### src/rtl/param_counter_if.sv
// param_counter_if: control and status bundle for param_counter
interface param_counter_if #(parameter int WIDTH = 8);
   logic             clear;
   logic             load;
   logic             enable;
   logic             up;
   logic [WIDTH-1:0] Data;
   logic [WIDTH-1:0] Q;
   logic             tc;
   logic             ovf;
   modport master (output clear, load, enable, up, Data, input Q, tc, ovf);
   modport slave (input clear, load, enable, up, Data, output Q, tc, ovf);
endinterface

### src/rtl/param_counter.sv
// param_counter: up/down counter with load, clear, wrap or saturate at 0 and MAX_VAL
module param_counter #(
   parameter int             WIDTH    = 8,
   parameter logic [WIDTH-1:0] MAX_VAL = '1,
   parameter bit             SATURATE = 1'b0
) (
   input logic             clk,
   input logic             reset,
   param_counter_if.slave  bus
);
   logic [WIDTH-1:0] q_nxt;
   logic             ovf_nxt;
   assign bus.tc = bus.enable & ((bus.up & (bus.Q == MAX_VAL)) | (~bus.up & (bus.Q == '0)));
   // next count: clear > load (clamped) > enabled step, boundary wraps or holds
   always_comb begin
      q_nxt   = bus.clear ? '0 :
                bus.load ? ((bus.Data > MAX_VAL) ? MAX_VAL : bus.Data) :
                !bus.enable ? bus.Q :
                bus.tc ? (SATURATE ? bus.Q : (bus.up ? '0 : MAX_VAL)) :
                bus.up ? bus.Q + 1'b1 : bus.Q - 1'b1;
      ovf_nxt = !bus.clear && !bus.load && bus.tc;
   end
   // count and boundary-pulse registers, cleared asynchronously
   always_ff @(posedge clk or negedge reset) begin
      if (!reset) begin
         bus.Q   <= '0;
         bus.ovf <= 1'b0;
      end else begin
         bus.Q   <= q_nxt;
         bus.ovf <= ovf_nxt;
      end
   end
endmodule

### src/flat_wrapper.sv
// flat-port wrapper written by rule: the top's interface ports become plain ports
module param_counter_flat 
#(
   parameter int             WIDTH    = 8,
   parameter logic [WIDTH-1:0] MAX_VAL = '1,
   parameter bit             SATURATE = 1'b0
)
  (clk, reset, bus_clear, bus_load, bus_enable, bus_up, bus_Data, bus_Q, bus_tc, bus_ovf);
  param_counter_if #(.WIDTH(WIDTH)) bus_i ();
  input logic clk;
  input logic reset;
  input wire logic [$bits(bus_i.clear)-1:0] bus_clear;
  input wire logic [$bits(bus_i.load)-1:0] bus_load;
  input wire logic [$bits(bus_i.enable)-1:0] bus_enable;
  input wire logic [$bits(bus_i.up)-1:0] bus_up;
  input wire logic [$bits(bus_i.Data)-1:0] bus_Data;
  output wire logic [$bits(bus_i.Q)-1:0] bus_Q;
  output wire logic [$bits(bus_i.tc)-1:0] bus_tc;
  output wire logic [$bits(bus_i.ovf)-1:0] bus_ovf;
  assign bus_i.clear = bus_clear;
  assign bus_i.load = bus_load;
  assign bus_i.enable = bus_enable;
  assign bus_i.up = bus_up;
  assign bus_i.Data = bus_Data;
  assign bus_Q = bus_i.Q;
  assign bus_tc = bus_i.tc;
  assign bus_ovf = bus_i.ovf;
  param_counter #(.WIDTH(WIDTH), .MAX_VAL(MAX_VAL), .SATURATE(SATURATE)) u_core (.clk(clk), .reset(reset), .bus(bus_i));
endmodule
### config.mk
export PLATFORM = sky130hd
export DESIGN_NAME = param_counter_flat
export DESIGN_NICKNAME = d
export VERILOG_FILES = /design/src/rtl/param_counter_if.sv /design/src/rtl/param_counter.sv /design/src/flat_wrapper.sv
export SDC_FILE = /design/constraint.sdc
export NUM_CORES = 1
export LEC_CHECK = 0
export BUFFER_PORTS_ARGS = -buffer_cell sky130_fd_sc_hd__buf_4
export CAP_MARGIN = 20
export CORE_MARGIN = 4
export CORE_UTILIZATION = 50
export CTS_CLUSTER_SIZE = 25
export DETAILED_ROUTE_END_ITERATION = 16
export GPL_TIMING_DRIVEN = 1
export MAX_ROUTING_LAYER = met4
export PLACE_DENSITY = 0.77
export SLEW_MARGIN = 30
export SYNTH_ARGS = -nofsm -noshare
export SYNTH_HDL_FRONTEND = slang
export SYNTH_SLANG_ARGS = --single-unit
### constraint.sdc
create_clock -name clk -period 2.2 [get_ports clk]
set_input_delay 0.22 -clock clk [delete_from_list [all_inputs] [get_ports clk]]
set_output_delay 0.22 -clock clk [all_outputs]
set_load 0.005 [all_outputs]
=== Word-level counts from Yosys, hierarchy flattened ===
Cells that the tools add are included.

* Memory bits (read-only): 0
* Logic and storage cells: 24
* Memories kept: 0
* Bits in writable memories: 0
* Input port bits: 14
* Bits in registers: 9
* Bits in latches: 0
* Output and inout bits: 10

* Divide/modulo/power cells: 0
* Multiply operators: 0
* Bitwise gates (word level): 5
* Mux-type cells: 7
* Magnitude comparators: 1
* Shifts and indexed selects: 0
* Equal/unequal tests: 1
* Reductions and logical operators: 6
* $add $sub $neg: 2

{| class="wikitable"
|+ Operators with widths
! cell !! number
|-
| $mux W8 || 7
|-
| $add A8 B1 Y8 const B || 1
|-
| $eq A8 B8 Y1 const B || 1
|-
| $gt A8 B8 Y1 const B || 1
|-
| $logic_not A8 Y1 || 1
|-
| $sub A8 B1 Y8 const B || 1
|-
| $and A1 B1 Y1 || 3
|-
| $reduce_bool A3 Y1 || 1
|-
| $logic_and A1 B1 Y1 || 2
|-
| $logic_not A1 Y1 || 2
|-
| $not A1 Y1 || 1
|-
| $or A1 B1 Y1 || 1
|}

=== Logic depth before layout (Yosys ltp) ===
* Depth after elaboration: 8
* Gate-level depth with buffers: 8

=== Worst setup path after synthesis ===
Ideal clock, no wire load.

* Path type: register -> register
* Start: register u_core.bus.Q[3]
* End: register u_core.bus.Q[7]
* Arrival: 1.843 ns
* Cell stages (with the launch flop): 8
* Path slack: 0.253 ns
* Required time: 2.096 ns
* Period minus slack after synthesis: 1.947 ns
* Path buffers: 0
* Cells stage by stage: dfrtp_1 -> ha_1 -> and3_1 -> a31o_2 -> o21ai_1 -> a211oi_2 -> a2111o_1 -> o311ai_1

* Word-level cells in the longest chain between the ends: 8

{| class="wikitable"
|+ Ends and longest elaborated chain
! element !! line !! RTL
|-
| from (decl) || param_counter_if.sv:12 || <nowiki>modport slave (input clear, load, enable, up, Data, output Q, tc, ovf);</nowiki>
|-
| from (signal assigned) || param_counter.sv:29 || <nowiki>bus.Q <= q_nxt;</nowiki>
|-
| branches (longest 4 deep; another with $sub A8 B1 Y8) || - ||
|-
| $mux W8 (*) || param_counter.sv:19 || <nowiki>bus.tc ? (SATURATE ? bus.Q : (bus.up ? '0 : MAX_VAL)) :</nowiki>
|-
| $mux W8 (*) || param_counter.sv:18 || <nowiki>!bus.enable ? bus.Q :</nowiki>
|-
| $mux W8 (*) || param_counter.sv:17 || <nowiki>bus.load ? ((bus.Data > MAX_VAL) ? MAX_VAL : bus.Data) :</nowiki>
|-
| $mux W8 (*) || param_counter.sv:16 || <nowiki>q_nxt = bus.clear ? '0 :</nowiki>
|}

Mark *: on every way between the ends. The select of a mux whose other input is x is not followed.
A chain may end at the register's enable or synchronous reset.

=== Final worst setup path ===
* Start: register u_core.bus.Q[1]
* End: register u_core.bus.Q[7]

The elaborated chain is that of the path after synthesis.

==> flow_summary.json <==
{
  "coreArea_um2": 1577,
  "hold_viol_final": 0,
  "dp_hpwl_mm": 1.819,
  "antenna_violations_before_repair": 0,
  "max_slew_margin": 0.7622,
  "synth_net_count": 133,
  "syn_inst": 112,
  "final_cell_area_um2": 1114,
  "syn_area_per_cell_um2": 7.831,
  "layout.cells.most_common": "sky130_fd_sc_hd__buf_4",
  "cts_tree": "yes",
  "finalCriticalPeriod_ps": 2082,
  "clk_path_buf_depth": 2,
  "remaining_drc_errors": 0,
  "chipWidth_um": 49.88,
  "fin_nets": 163,
  "first_global_vias": 874,
  "drt_iter0_markers": 22,
  "cp.arrival_ps": 2250,
  "fmax_ghz": 0.4802,
  "worst_setup_start_kind": "flop",
  "io_pins": 24,
  "finalMaxSlewViolations": 0,
  "regArea_um2": 225.2,
  "yosysSeqAreaShare": 0.2568,
  "holdCritPathClass": "in2reg",
  "synthDominantAreaCellType": "sky130_fd_sc_hd__dfrtp_1",
  "yosysWarnings": 0,
  "power_leakage_nw": 0.5235,
  "cts-htree-levels": 1,
  "critPathRequiredTime_ps": 2360,
  "grt_start_max_net_pins": 17,
  "power_density_nw_per_um2": 498.0,
  "die-area_um2": 2488,
  "yosys_register_bits": 9,
  "detailed_place.area_um2": 1077,
  "totalWireLength_mm": 2.325,
  "finalCritPeriodShare": 0.9466,
  "cts.sink_count": 9,
  "cts_setup_buffers": 0,
  "fin_skew_ps": 1.378,
  "multi_input_comb_area_um2": 586.8,
  "grtUsageTotal": 0.2041,
  "syn_area_um2": 877.1,
  "final-instance-count-excl-fill": 157,
  "grt_overflow_total": 0,
  "top_library_cells_by_usage_in_the_layout_fill_and_taps_aside": "28 x sky130_fd_sc_hd__buf_4, 16 x sky130_fd_sc_hd__nor2_1, 14 x sky130_fd_sc_hd__a21oi_1",
  "timing.critical_path.to_type": "flop",
  "finalSetupViolations": 0,
  "cts.root.buffer_cell": "sky130_fd_sc_hd__clkbuf_4",
  "ant_nets": 0,
  "clock_insertion_delay_worst_skew_ps": 270,
  "ys_types": 40,
  "detail_route.first_pass.iterations": 4,
  "total_power_uw": 554.6,
  "synth_top_area_frac": 0.2568,
  "cts-buffers-inserted": 3,
  "row_count": 14,
  "initial_core_util": 0.5563,
  "final.setup.tns_ps": 0,
  "path_clk_slew_ps": 60,
  "place.detailed.instances": 152,
  "post_route_cells_drive_above_1_share": 0.2766,
  "fill_cells": 135,
  "synth_area_leaders": "sky130_fd_sc_hd__dfrtp_1 26%, sky130_fd_sc_hd__ha_1 8.6%, sky130_fd_sc_hd__a21oi_1 8.0%, sky130_fd_sc_hd__nor2_1 6.8%, sky130_fd_sc_hd__nand2_1 3.4%",
  "flow.area_growth_from_synthesis_pct": 26.96,
  "routabilityCongestion": 0.9931,
  "post_drt_via_cell_ratio": 5.834,
  "routed-via-count": 916,
  "run_status": "complete, no violations",
  "irDropWorstVdd_uv": 374.9,
  "max_cap_violations": 0,
  "worst_slew_pin_slew_ps": 353.6,
  "cp_max_fo": 6,
  "post_drt_wl_per_cell_um": 14.81,
  "grt_pass1_wl_mm": 3.884,
  "place.port_buffers": 23,
  "worstSetupPathType": "reg2reg",
  "antenna_cells": 0,
  "die-height_um": 49.88,
  "rsz_0062_raised_after_global_routing": "no"
}
==> worst paths after layout <==
check                      slack (ps)              end            start  cells past startpoint
hold reg to reg                   700  u_core.bus.Q[7]  u_core.bus.Q[7]                      2
min in group asynchronous         320  u_core.bus.Q[7]            reset                      2
hold / removal                    180  u_core.bus.Q[7]      bus_Data[7]                      3
setup / recovery                  120  u_core.bus.Q[7]  u_core.bus.Q[1]                      7
max in group asynchronous        1750  u_core.bus.Q[5]            reset                      2
setup reg to reg                  120  u_core.bus.Q[7]  u_core.bus.Q[1]                      7
==> through the flow <==
step | hold WS (ps) | utilization | worst slack [ps]
floorplan | -75.59 | - | 253.3
global placement | 51.22 | 0.6833 | 77.11
detailed placement | 53.34 | 0.6833 | -13.95
CTS | 172.6 | 0.7063 | 84.81
global route | 175.7 | 0.7063 | 35.45
finish | 182.3 | 0.7063 | 117.5
==> metal layers <==
layer,vias to the layer above,global-route usage,part of all wire
met5,-,-,0
met4,0,0.04608,0.0090
met3,2,0.05422,0.058
met2,30,0.3524,0.49
met1,416,0.2349,0.44
li1,468,-,-
==> what timing repair did <==
action                                  4_1_cts  5_1_grt
hold buffers                                  1        0
hold endpoints to repair                      9        0
resized for setup                             0        1
endpoints found under the setup margin        0        1
==> registers in the layout (all words and copies together) (netlist names) <==
| name | flops |
|---|---|
| u_core.bus.Q | 8 |
| u_core.bus.ovf | 1 |
==> layout make-up <==
cell class / count / share of cell area
multi-input cells: 91 / 0.5270
flip-flops and latches: 9 / 0.2022
repair buffers: 29 / 0.1978
inverters: 8 / 0.03146
clock buffers: 4 / 0.02360
well taps: 16 / 0.01798
==> logic make-up after synthesis <==
logic type	synth area share
and+or+nand+nor	0.2739
AOI/OAI and AO/OA	0.2354
buffers and inverters	0.07419
DFF	0.2568
adders and majority gates	0.1084
xor gates and xnor gates	0.03995
muxes	0.01141
==> synth_stat cells <==
library cell and number:
sky130_fd_sc_hd__a2111o_1 1, sky130_fd_sc_hd__a211oi_2 1, sky130_fd_sc_hd__a21boi_0 2, sky130_fd_sc_hd__a21o_2 1
sky130_fd_sc_hd__a21oi_1 14, sky130_fd_sc_hd__a22oi_1 1, sky130_fd_sc_hd__a31o_2 1, sky130_fd_sc_hd__and2_4 1
sky130_fd_sc_hd__and2b_2 1, sky130_fd_sc_hd__and3_1 1, sky130_fd_sc_hd__buf_6 2, sky130_fd_sc_hd__clkbuf_1 2
sky130_fd_sc_hd__clkinv_4 1, sky130_fd_sc_hd__dfrtp_1 9, sky130_fd_sc_hd__fa_1 1, sky130_fd_sc_hd__ha_1 6
sky130_fd_sc_hd__inv_1 7, sky130_fd_sc_hd__mux2i_1 1, sky130_fd_sc_hd__nand2_1 8, sky130_fd_sc_hd__nand2b_1 1
sky130_fd_sc_hd__nand3_1 4, sky130_fd_sc_hd__nand3_2 1, sky130_fd_sc_hd__nand4_1 3, sky130_fd_sc_hd__nor2_1 16
sky130_fd_sc_hd__nor2b_1 1, sky130_fd_sc_hd__nor3_1 4, sky130_fd_sc_hd__nor3b_1 1, sky130_fd_sc_hd__nor4_1 2
sky130_fd_sc_hd__o2111ai_1 1, sky130_fd_sc_hd__o211ai_1 2, sky130_fd_sc_hd__o21a_1 1, sky130_fd_sc_hd__o21ai_0 2
sky130_fd_sc_hd__o21ai_1 1, sky130_fd_sc_hd__o311ai_0 1, sky130_fd_sc_hd__o311ai_1 1, sky130_fd_sc_hd__o41ai_1 1
sky130_fd_sc_hd__or2_2 1, sky130_fd_sc_hd__or3_1 3, sky130_fd_sc_hd__xnor2_1 3, sky130_fd_sc_hd__xor2_1 1
==> power breakdown <==
| group | leakage [nW] | switching, mW | internal (mW) | total (mW) |
|---|---|---|---|---|
| Combinational | 0.390 | 0.117 | 0.111 | 0.228 |
| Clock | 0.0150 | 0.0623 | 0.0702 | 0.132 |
| Sequential | 0.118 | 0.0156 | 0.178 | 0.194 |
| Total | 0.523 | 0.195 | 0.360 | 0.555 |
==> critical path: stages, from the launching register on <==
cell and delay, ps:
sky130_fd_sc_hd__dfrtp_1 450, sky130_fd_sc_hd__ha_1 310, sky130_fd_sc_hd__a21o_2 240, sky130_fd_sc_hd__a31o_2 250, sky130_fd_sc_hd__o21ai_1 200, sky130_fd_sc_hd__a211oi_2 100, sky130_fd_sc_hd__a2111o_1 350, sky130_fd_sc_hd__o311ai_1 80
Note: power is estimated with default switching activity, not from simulation.
